--- config.mk ---
export PLATFORM = sky130hd
export DESIGN_NAME = vote_classifier
export DESIGN_NICKNAME = d
export VERILOG_FILES = /design/src/rtl/vote_classifier_pkg.sv /design/src/rtl/vote_counter_bank.sv /design/src/rtl/vote_classifier.sv
export SDC_FILE = /design/constraint.sdc
export NUM_CORES = 1
export LEC_CHECK = 0
export ABC_AREA = 1
export CAP_MARGIN = 15
export CORE_MARGIN = 8
export CORE_UTILIZATION = 30
export DETAILED_ROUTE_END_ITERATION = 16
export SLEW_MARGIN = 15
export SYNTH_ARGS = -nofsm -noshare
export SYNTH_HDL_FRONTEND = slang
export SYNTH_SLANG_ARGS = --single-unit
--- constraint.sdc ---
create_clock -name clk -period 11.74 [get_ports clk]
set_input_delay 2.348 -clock clk [delete_from_list [all_inputs] [get_ports clk]]
set_output_delay 2.348 -clock clk [all_outputs]
set_load 0.02 [all_outputs]
--- src/rtl/vote_classifier_pkg.sv ---
// Shared types and default sizing for the spike-vote classifier.
package vote_classifier_pkg;

  typedef enum logic [1:0] {
    ACCUM = 2'd0,
    SCAN  = 2'd1,
    DONE  = 2'd2
  } state_e;

  localparam int NUM_CLASSES_DEFAULT = 9;
  localparam int COUNT_WIDTH_DEFAULT = 16;

endpackage

--- src/rtl/vote_counter_bank.sv ---
// One bank of per-class saturating vote counters with an index read/clear port
// and a sticky flag recording that some counter hit its ceiling.
module vote_counter_bank
  import vote_classifier_pkg::*;
#(
  parameter int NUM_CLASSES = NUM_CLASSES_DEFAULT,
  parameter int COUNT_WIDTH = COUNT_WIDTH_DEFAULT,
  parameter int CLASS_WIDTH = $clog2(NUM_CLASSES)
) (
  input  logic                   clk,
  input  logic                   rst,
  input  logic                   inc_en,
  input  logic [CLASS_WIDTH-1:0] inc_idx,
  input  logic                   clr_en,
  input  logic [CLASS_WIDTH-1:0] rd_idx,
  output logic [COUNT_WIDTH-1:0] rd_count,
  input  logic                   sat_clr,
  output logic                   sat
);

  localparam logic [COUNT_WIDTH-1:0] CNT_MAX = '1;

  logic [COUNT_WIDTH-1:0] cnt_q [NUM_CLASSES];
  logic [COUNT_WIDTH-1:0] cnt_d [NUM_CLASSES];
  logic                   sat_q;
  logic                   sat_d;
  logic                   sat_hit;

  assign rd_count = cnt_q[rd_idx];
  assign sat      = sat_q;

  // Next counter values: read-clear wins over increment; a full counter holds.
  always_comb begin
    sat_hit = 1'b0;
    for (int i = 0; i < NUM_CLASSES; i++) begin
      cnt_d[i] = cnt_q[i];
      if (clr_en && (rd_idx == CLASS_WIDTH'(i))) begin
        cnt_d[i] = '0;
      end else if (inc_en && (inc_idx == CLASS_WIDTH'(i))) begin
        if (cnt_q[i] == CNT_MAX) begin
          sat_hit = 1'b1;
        end else begin
          cnt_d[i] = cnt_q[i] + COUNT_WIDTH'(1);
        end
      end else begin
        cnt_d[i] = cnt_q[i];
      end
    end
    sat_d = sat_clr ? 1'b0 : (sat_q | sat_hit);
  end

  // Counter and sticky flag state.
  always_ff @(posedge clk or negedge rst) begin
    if (!rst) begin
      for (int i = 0; i < NUM_CLASSES; i++) begin
        cnt_q[i] <= '0;
      end
      sat_q <= 1'b0;
    end else begin
      for (int i = 0; i < NUM_CLASSES; i++) begin
        cnt_q[i] <= cnt_d[i];
      end
      sat_q <= sat_d;
    end
  end

endmodule

--- src/rtl/vote_classifier.sv ---
// Spike-vote classifier: counts grid output spikes per class into a
// double-buffered counter bank and reports the argmax class per image.
module vote_classifier
  import vote_classifier_pkg::*;
#(
  parameter int NUM_CLASSES  = NUM_CLASSES_DEFAULT,
  parameter int PACKET_WIDTH = 8,
  parameter int COUNT_WIDTH  = COUNT_WIDTH_DEFAULT,
  parameter int CLASS_WIDTH  = $clog2(NUM_CLASSES)
) (
  input  logic                    clk,
  input  logic                    rst,
  input  logic [PACKET_WIDTH-1:0] packet_in,
  input  logic                    packet_valid,
  input  logic                    frame_done,
  output logic [CLASS_WIDTH-1:0]  class_out,
  output logic [COUNT_WIDTH-1:0]  max_votes,
  output logic                    class_valid,
  output logic                    no_votes,
  output logic                    saturated,
  output logic                    busy,
  output logic                    frame_overrun
);

  localparam logic [CLASS_WIDTH-1:0] LAST_IDX = CLASS_WIDTH'(NUM_CLASSES - 1);

  state_e                   state_q, state_d;
  logic                     bank_sel_q, bank_sel_d;
  logic [CLASS_WIDTH-1:0]   scan_idx_q, scan_idx_d;
  logic [CLASS_WIDTH-1:0]   best_idx_q, best_idx_d;
  logic [COUNT_WIDTH-1:0]   best_cnt_q, best_cnt_d;
  logic [CLASS_WIDTH-1:0]   class_out_q, class_out_d;
  logic [COUNT_WIDTH-1:0]   max_votes_q, max_votes_d;
  logic                     class_valid_q, class_valid_d;
  logic                     no_votes_q, no_votes_d;
  logic                     saturated_q, saturated_d;
  logic                     busy_q, busy_d;
  logic                     frame_overrun_q, frame_overrun_d;

  logic [CLASS_WIDTH-1:0]   pkt_class;
  logic                     scan_bank;
  logic [1:0]               inc_en, clr_en, sat_clr, bank_sat;
  logic [1:0][COUNT_WIDTH-1:0] rd_count;
  logic [COUNT_WIDTH-1:0]   cur_cnt;
  logic                     take;
  logic [COUNT_WIDTH-1:0]   fin_cnt;
  logic [CLASS_WIDTH-1:0]   fin_idx;

  assign pkt_class = CLASS_WIDTH'(packet_in % PACKET_WIDTH'(NUM_CLASSES));
  assign scan_bank = ~bank_sel_q;

  for (genvar b = 0; b < 2; b++) begin : g_bank
    vote_counter_bank #(
      .NUM_CLASSES (NUM_CLASSES),
      .COUNT_WIDTH (COUNT_WIDTH),
      .CLASS_WIDTH (CLASS_WIDTH)
    ) u_bank (
      .clk      (clk),
      .rst      (rst),
      .inc_en   (inc_en[b]),
      .inc_idx  (pkt_class),
      .clr_en   (clr_en[b]),
      .rd_idx   (scan_idx_q),
      .rd_count (rd_count[b]),
      .sat_clr  (sat_clr[b]),
      .sat      (bank_sat[b])
    );
  end

  // Route increments to the active bank and read/clear to the bank being scanned.
  always_comb begin
    inc_en             = 2'b00;
    clr_en             = 2'b00;
    sat_clr            = 2'b00;
    inc_en[bank_sel_q] = packet_valid;
    clr_en[scan_bank]  = (state_q == SCAN);
    sat_clr[scan_bank] = (state_q == DONE);
  end

  // Strict greater-than keeps the lowest index on ties.
  always_comb begin
    cur_cnt = rd_count[scan_bank];
    take    = (cur_cnt > best_cnt_q);
    fin_cnt = take ? cur_cnt : best_cnt_q;
    fin_idx = take ? scan_idx_q : best_idx_q;
  end

  // FSM next state and registered-output next values.
  always_comb begin
    state_d         = state_q;
    bank_sel_d      = bank_sel_q;
    scan_idx_d      = scan_idx_q;
    best_idx_d      = best_idx_q;
    best_cnt_d      = best_cnt_q;
    class_out_d     = class_out_q;
    max_votes_d     = max_votes_q;
    no_votes_d      = no_votes_q;
    saturated_d     = saturated_q;
    class_valid_d   = 1'b0;
    frame_overrun_d = frame_done && (state_q != ACCUM);
    case (state_q)
      ACCUM: begin
        if (frame_done) begin
          state_d    = SCAN;
          bank_sel_d = ~bank_sel_q;
          scan_idx_d = '0;
          best_idx_d = '0;
          best_cnt_d = '0;
        end else begin
          state_d = ACCUM;
        end
      end
      SCAN: begin
        best_cnt_d = fin_cnt;
        best_idx_d = fin_idx;
        if (scan_idx_q == LAST_IDX) begin
          state_d       = DONE;
          class_out_d   = fin_idx;
          max_votes_d   = fin_cnt;
          no_votes_d    = (fin_cnt == '0);
          saturated_d   = bank_sat[scan_bank];
          class_valid_d = 1'b1;
        end else begin
          scan_idx_d = scan_idx_q + CLASS_WIDTH'(1);
        end
      end
      DONE: begin
        state_d = ACCUM;
      end
      default: begin
        state_d = ACCUM;
      end
    endcase
    busy_d = (state_d != ACCUM);
  end

  // State and output registers.
  always_ff @(posedge clk or negedge rst) begin
    if (!rst) begin
      state_q         <= ACCUM;
      bank_sel_q      <= 1'b0;
      scan_idx_q      <= '0;
      best_idx_q      <= '0;
      best_cnt_q      <= '0;
      class_out_q     <= '0;
      max_votes_q     <= '0;
      class_valid_q   <= 1'b0;
      no_votes_q      <= 1'b0;
      saturated_q     <= 1'b0;
      busy_q          <= 1'b0;
      frame_overrun_q <= 1'b0;
    end else begin
      state_q         <= state_d;
      bank_sel_q      <= bank_sel_d;
      scan_idx_q      <= scan_idx_d;
      best_idx_q      <= best_idx_d;
      best_cnt_q      <= best_cnt_d;
      class_out_q     <= class_out_d;
      max_votes_q     <= max_votes_d;
      class_valid_q   <= class_valid_d;
      no_votes_q      <= no_votes_d;
      saturated_q     <= saturated_d;
      busy_q          <= busy_d;
      frame_overrun_q <= frame_overrun_d;
    end
  end

  assign class_out     = class_out_q;
  assign max_votes     = max_votes_q;
  assign class_valid   = class_valid_q;
  assign no_votes      = no_votes_q;
  assign saturated     = saturated_q;
  assign busy          = busy_q;
  assign frame_overrun = frame_overrun_q;

endmodule

# [Word-level counts from Yosys, hierarchy flattened]
# Index checks and enable logic that the tools add are counted.
[op_classes] addsub=19 div=1 n_lt_le_gt_ge=6 eq_ne=56 mux=137 bitwise_logic=7 reduce_logical=86
[op_table] cell="$mux 16" n=62
[op_table] cell="$add 16x1->16 const B" n=18
[op_table] cell="$eq 16x16->1 const B" n=18
[op_table] cell="$bmux 16 s4" n=2
[op_table] cell="$mux 1" n=63
[op_table] cell="$reduce_and 2->1" n=21
[op_table] cell="$reduce_bool 2->1" n=21
[op_table] cell="$logic_and 1x1->1" n=39
[op_table] cell="$ne 2x1->1 const B" n=18
[op_table] cell="$eq 4x3->1 const B" n=8
[op_table] cell="$pmux 16 s2" n=1
[op_table] cell="$eq 4x2->1 const B" n=4
[op_table] cell="$gt 16x16->1" n=1
[op_table] cell="$logic_not 16->1" n=1
[op_table] cell="$pmux 4 s2" n=2
[op_table] cell="$mux 4" n=3
[op_table] cell="$eq 4x1->1 const B" n=2
[op_table] cell="$eq 4x4->1 const B" n=2
[op_table] cell="$logic_not 4->1" n=2
[op_table] cell="$mod 8x4->8 const B" n=1
[op_table] cell="$and 2x2->2" n=3
[op_table] cell="$ge 5x5->1 const B" n=1
[op_table] cell="$not 4->5" n=1
[op_table] cell="$add 4x1->4 const B" n=1
[op_table] cell="other kinds (12)" n=17
[totals] ff_bits=342 input_bits=12 out_inout_bits=25 elab_cells=344

# [Longest topological paths before layout]
# Gate-level depths: netlist (run 1).
[depth] word_depth=34 mapped_depth=40 mapped_depth_nobuf=39

# [Cells and area by module]
# From an unflattened synthesis (run 1), not the netlist that was laid out.
[hier_totals] hier_cells=3361 hier_area_um2=23371.2
[modules_own_cells] mod="vote_counter_bank (g_bank[0].u_bank)" instances=1 cells_each=1447 area_per_inst_um2=9920.8 seq_area_each_um2=3628.5
[modules_own_cells] mod="vote_counter_bank (g_bank[1].u_bank)" instances=1 cells_each=1442 area_per_inst_um2=9912.0 seq_area_each_um2=3628.5
[modules_own_cells] mod="vote_classifier" instances=1 cells_each=472 area_per_inst_um2=3538.4 seq_area_each_um2=1301.2

# [Least setup slack after synthesis (run 1)]
# Ideal clock, no wire load.
[synth_timing] path_type="input port to flip-flop" startpoint="in packet_in[5]" endpoint="reg g_bank[0].u_bank.cnt_q[11] (netlist bit)" setup_ps=117 arrival_time_ps=5734 required_ps=11623 setup_slack_ps=5890 stages=37 n_path_buf=2 cell_sequence="inv_1 > nand2_1 > nand2_2 > nand4_2 > nand2_4 > nand2_4 > nand2_2 > nand2_2 > inv_2 > nand2_4 > nand2_4 > nand2_4 > nand2_1 > inv_1 > ha_1 > inv_1 > nand4_2 > nand2_4 > nand3_4 > nand2_1 > nand2_1 > inv_1 > ha_1 > nand3_1 > nand2_2 > nand3_4 > nand2_1 > nand2_2 > nor2_4 > and2_1 > nand2_1 > nand2_1 > nand2_1 > buf_2 > buf_6 > nand2_1 > nand2_1"
[synth_between] elab_chain_len=5
[synth_lines] element="start: declaration" line_no="vote_classifier.sv:13" rtl="input logic [PACKET_WIDTH-1:0] packet_in,"
[synth_lines] element="$mod 8x4->8" line_no="vote_classifier.sv:49" rtl="assign pkt_class = CLASS_WIDTH'(packet_in % PACKET_WIDTH'(NUM_CLASSES));"
[synth_lines] element="$eq 4x4->1" line_no="vote_counter_bank.sv:39" rtl="end else if (inc_en && (inc_idx == CLASS_WIDTH'(i))) begin"
[synth_lines] element="$logic_and 1x1->1" line_no="vote_counter_bank.sv:39"
[synth_lines] element="$reduce_bool 2->1 (no line)"
[synth_lines] element="$reduce_and 2->1 (no line)"
[synth_lines] element="end signal: indexed assignment" line_no="vote_counter_bank.sv:61" rtl="cnt_q[i] <= cnt_d[i];"
[synth_lines] element="end: declaration" line_no="vote_counter_bank.sv:23" rtl="logic [COUNT_WIDTH-1:0] cnt_q [NUM_CLASSES];"
# Every way passes these cells.
# A chain may end at the register's enable or synchronous reset.

# [Final worst setup path (run 1)]
[layout_timing] startpoint="in packet_in[7]" endpoint="reg g_bank[1].u_bank.cnt_q[62] (netlist bit)"
[layout_between] elab_chain_len=5
[layout_lines] element="$mod 8x4->8" line_no="vote_classifier.sv:49"
[layout_lines] element="$eq 4x3->1" line_no="vote_counter_bank.sv:39"
[layout_lines] element="$logic_and 1x1->1" line_no="vote_counter_bank.sv:39"
[layout_lines] element="$reduce_bool 2->1 (no line)"
[layout_lines] element="$reduce_and 2->1 (no line)"
[layout_lines] element="end signal: indexed assignment" line_no="vote_counter_bank.sv:61"
[layout_lines] element="end: declaration" line_no="vote_counter_bank.sv:23"
# Every way passes these cells.

==> results_dict.tcl, run 1 <==
set metrics [dict create \
    synth_enable_flop_cells 0 \
    ys_seq_elements 342 \
    cts_sinks 342 \
    nFillCells 8454 \
    cts.reportedPaths.clkPinSlew_ns 0.06 \
    finalHoldViolCount 0 \
    synth_area_sq_um 23600 \
    dpl_cell_area_sq_um 24800 \
    holdWs_ns 0.481 \
    setup_viol 0 \
    numCtsBuffers 44 \
    grt_pass1_wl_mm 114 \
    avgSynthCellArea_sq_um 7.14 \
    hpwl_mm 52.3 \
    fmax_ghz 0.139 \
    die_w_microns 296 \
    startpoint_type "input port" \
    arrival_ns 7.66 \
    ioPinCount 37 \
    nets 3325 \
    yosysTopAreaCellShare 0.363 \
    portBuffers 36 \
    die-area_sq_um 87800 \
    clock_path_buffers 3 \
    holdCritPathClass "register to register" \
    vias 22256 \
    syn2layout_area_growth_pct 11.7 \
    synth_top_cell_by_area "dfrtp_1" \
    drcViolationCount 0 \
    fin_util 0.339 \
    crit_top_cell "nand2_1" \
    final_area_sq_um 26300 \
    core_area_sq_um 77600 \
    cts_setup_buffers 0 \
    yosys-top-cells-area "dfrtp_1 36%, nand2_1 9.4%, xor2_1 7.2%, o21ai_0 6.7%, inv_1 6.5%" \
    final.setup_skew_ns 0.0266 \
    tritoncts "done" \
    rows 102 \
    cts_resized 0 \
    final_layout_size_suffix_gt1_frac 0.0511 \
    antenna_found_initial 0 \
    layout_min_cycle_time_ns 7.17 \
    cts_hold_buffers 0 \
    n_antenna_cell 0 \
    die_y_microns 296 \
    place.gp.congestion 0.958 \
    pwr_density_cell_nw_per_um2 215 \
    grtUsageTotal 0.160 \
    synthFlopType "dfrtp_1" \
    critical_path_class "input port to register" \
    async_flop_share 1.00 \
    grt_max_degree 93 \
    tightest_slew_ns 1.37 \
    slew_headroom 0.0804 \
    maxSlewViolCount 0 \
    synth_seq_area_share 0.363 \
    initial_core_util 0.304 \
    first_iter_violations 2248 \
    syn_inst 3300 \
    synth_cell_types 50 \
    worstPathMaxFanout 29 \
    cp_slowest_cell "a21oi_2" \
    detail_route.vias_per_cell 5.12 \
    setup.worst_path.end_class "register" \
    cpPeakStageDelay_ns 0.92 \
    first_global_vias 20538 \
    grt_overflow 0 \
    syn-num-nets 3354 \
    cp.buffers_inverters 7 \
    finalCritPeriodShare 0.611 \
    clock_latency_ns 0.60 \
    post_drt_wl_per_cell_microns 16.4 \
    drt-pass1-iter-count 6 \
    maxCapViolCount 0 \
    critPathTopFamily "simple AND/OR/NAND/NOR gates" \
    tns_ns 0 \
    wl_mm 71.1 \
    yosysWarningCount 0 \
    status "complete, no violations" \
    rsz0062_at_grt "false" \
    peakVddDrop_uv 147 \
    cts_root_buffer "clkbuf_16" \
    required_ns 12.23 \
    cts-htree-levels 2 \
    final_antenna_net_count 0 \
    power_leakage_nw 10.8 \
]
## cell families after synthesis
| kind of cell | Yosys count | synth area share |
|---|---|---|
| and+or+nand+nor | 1504 | 0.292 |
| AOI/OAI and AO/OA | 654 | 0.155 |
| adders and majority gates | 42 | 0.0223 |
| xor gates and xnor gates | 196 | 0.0728 |
| DFF | 342 | 0.363 |
| buffers and inverters | 562 | 0.0950 |
## layout by cell type (no fill, tap or decap), types with 53 or more instances in the layout
| cell | n |
|---|---|
| dfrtp_1 | 340 |
| a21oi_1 | 135 |
| o31ai_1 | 53 |
| nand4_1 | 92 |
| xor2_1 | 194 |
| nor2_1 | 261 |
| nor3_1 | 144 |
| nand2_1 | 591 |
| o21ai_1 | 53 |
| inv_1 | 410 |
| o21ai_0 | 315 |
| nand3_1 | 295 |
## where the power goes
part,switching (W),internal [W],leakage [nW]
logic,0.00187,0.000694,5.52
registers,0.000224,0.00142,4.57
clock network,0.000573,0.000879,0.754
total,0.00266,0.00299,10.8
## final cells by class
cell class              instances  area [sq um]  share of cell area
well taps                    1040          1300              0.0494
inverters                     434          1630              0.0619
multi-input cells            2396         12800               0.486
clock buffers                  56          1200              0.0454
clock inverters                25           345              0.0131
flip-flops and latches        342          8560               0.325
repair buffers                 53           493              0.0187
## layer usage
metal / GRT usage / wire, microns
met1: 0.232 / 33600
met2: 0.240 / 30800
met3: 0.0257 / 4330
met4: 0.0519 / 2340
met5: 0 / 0
## final timing paths
path | slack (ns) | from | endpoint | cells after the start
setup / recovery | 4.57 | packet_in[7] | g_bank[1].u_bank.cnt_q[62]$_DFFE_PN0P_ | 35
hold / removal | 0.48 | class_out[3]$_DFFE_PN0P_ | class_out[3]$_DFFE_PN0P_ | 2
setup reg to reg | 5.47 | scan_idx_q[0]$_DFFE_PN0P_ | no_votes$_DFFE_PN0P_ | 23
hold reg to reg | 0.48 | class_out[3]$_DFFE_PN0P_ | class_out[3]$_DFFE_PN0P_ | 2
max in group asynchronous | 7.75 | rst | scan_idx_q[0]$_DFFE_PN0P_ | 3
min in group asynchronous | 1.79 | rst | g_bank[0].u_bank.cnt_q[24]$_DFFE_PN0P_ | 1
## cell usage after synthesis (3+ instances only)
| library cell | n |
|---|---|
| nor2_4 | 9 |
| o2111ai_1 | 18 |
| nand2_2 | 22 |
| o211ai_1 | 5 |
| a21oi_1 | 137 |
| nand2_1 | 592 |
| a21oi_4 | 4 |
| o21ai_1 | 53 |
| nor3_1 | 144 |
| ha_1 | 42 |
| o21ai_0 | 315 |
| xor2_1 | 194 |
| nand3_1 | 295 |
| and2_1 | 3 |
| o31ai_1 | 53 |
| inv_1 | 411 |
| and3_1 | 14 |
| o22ai_1 | 44 |
| buf_2 | 27 |
| buf_4 | 11 |
| nand3_2 | 6 |
| clkinv_1 | 13 |
| o21ai_2 | 5 |
| dfrtp_1 | 342 |
| nand4_1 | 92 |
| nor2_1 | 261 |
| clkbuf_1 | 67 |
| nor4_1 | 48 |
| a31oi_1 | 9 |
| buf_6 | 7 |
| buf_1 | 15 |
| inv_2 | 10 |
| nand2_4 | 8 |
## state kept, by name, summed over array words and instances (netlist names), 2 cells and up
| name | count |
|---|---|
| best_cnt_q | 16 |
| best_idx_q | 4 |
| class_out | 4 |
| g_bank.u_bank.cnt_q | 288 |
| g_bank.u_bank.sat | 2 |
| max_votes | 16 |
| scan_idx_q | 4 |
| state_q | 2 |
## stage by stage
step	power [W]	setup WS, ns	instances
CTS	0.00564	4.61	4346
detailed placement	0.00416	3.96	4265
global route	0.00603	4.03	4346
finish	0.00565	4.57	4346
floorplan	0.00335	5.89	3300
global placement	0.00413	4.08	4265
## worst min-delay path, delay by kind of cell, from the launching register on
kind	cells	cell delay [ns]
flip-flops	1	0.34
AO/OA/AOI/OAI	1	0.06
AND/OR/NAND/NOR	1	0.05
No activity file was read; power rests on OpenSTA's default activity.
==> run 2, diff against run 1 <==
- clock period: 11.74 -> 7.24 ns (I/O delays scaled with it)
==> run 2 against run 1 <==
Compared with the run above: die area is the same; routed wire length grew 0.37%; critical path depth is the same; sequential share of layout area is essentially flat; clock-buffer cell count grew 5; global-route usage grew 0.060 points; sequential cell count is the same; critical path type unchanged; largest cell class unchanged.
==> results_dict.tcl, run 2 (same netlist as run 1, synthesis figures left out) <==
set metrics [dict create \
    status "complete, no violations" \
    dpl_cell_area_sq_um 24900 \
    vias 22236 \
    final_layout_size_suffix_gt1_frac 0.0543 \
    cts_hold_buffers 0 \
    cts_sinks 342 \
    layout_common_cells "591 x nand2_1, 410 x inv_1, 340 x dfrtp_1" \
    maxCapViolCount 0 \
    ioPinCount 37 \
    layout_min_cycle_time_ns 5.96 \
    grt_overflow 0 \
    tritoncts "done" \
    holdWs_ns 0.479 \
    power_leakage_nw 10.9 \
    die_w_microns 296 \
    drt-pass1-iter-count 5 \
    peakVddDrop_uv 235 \
    worstPathMaxFanout 17 \
    finalHoldViolCount 0 \
    cp_slowest_cell "a21oi_2" \
    pwr_density_cell_nw_per_um2 345 \
    grt_pass1_wl_mm 115 \
    final_antenna_net_count 0 \
    tns_ns 0 \
    finalCritPeriodShare 0.823 \
    cts_resized 0 \
    placedCellCount 4280 \
    cts-htree-levels 2 \
    fin_util 0.340 \
    cts.reportedPaths.clkPinSlew_ns 0.06 \
    clock_latency_ns 0.59 \
    cpPeakStageDelay_ns 0.53 \
    hpwl_mm 52.7 \
    maxSlewViolCount 0 \
    syn2layout_area_growth_pct 11.8 \
    wl_mm 71.3 \
    grt_max_degree 133 \
    final.setup_skew_ns 0.0290 \
    core_area_sq_um 77600 \
    crit_top_cell "nand2_1" \
    arrival_ns 6.46 \
    cts_root_buffer "clkbuf_16" \
    die-area_sq_um 87800 \
    antenna_found_initial 1 \
    hold_depth 2 \
    fmax_ghz 0.168 \
    drcViolationCount 0 \
    detail_route.vias_per_cell 5.10 \
    portBuffers 36 \
    cts_setup_buffers 0 \
    reg2regPathDepth 22 \
    critical_path_class "input port to register" \
    rows 102 \
    slew_headroom 0.229 \
    required_ns 7.74 \
    setup.worst_path.end_class "register" \
    tightest_slew_ns 1.15 \
    nets 3338 \
    regMostFlops "g_bank.u_bank.cnt_q" \
    numCtsBuffers 42 \
    largest_register_ff_count 288 \
    first_global_vias 20601 \
    final_common_cell "nand2_1" \
    die_y_microns 296 \
    clock_path_buffers 3 \
    place.gp.congestion 0.961 \
    post_drt_wl_per_cell_microns 16.4 \
    holdCritPathClass "register to register" \
    first_iter_violations 2016 \
    initial_core_util 0.304 \
    setup_viol 0 \
    grtUsageTotal 0.160 \
    startpoint_type "input port" \
    final_area_sq_um 26400 \
    n_antenna_cell 0 \
    rsz0062_at_grt "false" \
    fin_cells 4356 \
]
## run 2: stage by stage
step	total power [W]	setup slack (ns)
after detailed placement	0.00686	0.679
after CTS	0.00908	1.32
final	0.00910	1.28
after global routing	0.00974	0.739
after floorplan	0.00544	2.29
after global placement	0.00681	0.868
## run 2: per-layer routing
metal,GRT usage,vias to the layer above,wire length [microns]
met2,0.251,567,31500
met4,0.0447,2,1860
met3,0.0223,99,3900
met5,0,-,13
met1,0.229,10495,34000
li1,-,11073,-
## run 2: worst paths after layout
path | slack [ns] | end | startpoint
min in group asynchronous | 0.82 | g_bank[0].u_bank.cnt_q[21]$_DFFE_PN0P_ | rst
setup reg to reg | 1.74 | no_votes$_DFFE_PN0P_ | scan_idx_q[0]$_DFFE_PN0P_
hold reg to reg | 0.48 | g_bank[0].u_bank.cnt_q[22]$_DFFE_PN0P_ | g_bank[0].u_bank.cnt_q[22]$_DFFE_PN0P_
setup / recovery | 1.28 | g_bank[0].u_bank.cnt_q[62]$_DFFE_PN0P_ | packet_in[7]
max in group asynchronous | 5.16 | scan_idx_q[0]$_DFFE_PN0P_ | rst
hold / removal | 0.48 | g_bank[0].u_bank.cnt_q[22]$_DFFE_PN0P_ | g_bank[0].u_bank.cnt_q[22]$_DFFE_PN0P_
## run 2: critical path, delay by kind of cell
| family | cells | cell delay, ns |
|---|---|---|
| simple gates | 24 | 2.82 |
| buf+inv | 7 | 1.16 |
| compound gates | 2 | 0.63 |
| fa+ha+maj | 2 | 0.39 |
## run 2: report_power, final
group / switching, W / internal (W) / total, W
Sequential: 0.000345 / 0.00230 / 0.00264
Combinational: 0.00306 / 0.00122 / 0.00428
Clock: 0.000877 / 0.00130 / 0.00218
Total: 0.00428 / 0.00482 / 0.00910
## run 2: final cells by class
class	count	area, sq um
fillers	8410	51200
multi-input cells	2396	12800
flip-flops and latches	342	8560
inverters	434	1630
well taps	1040	1300
clock buffers	61	1240
repair buffers	68	656
clock inverters	15	175
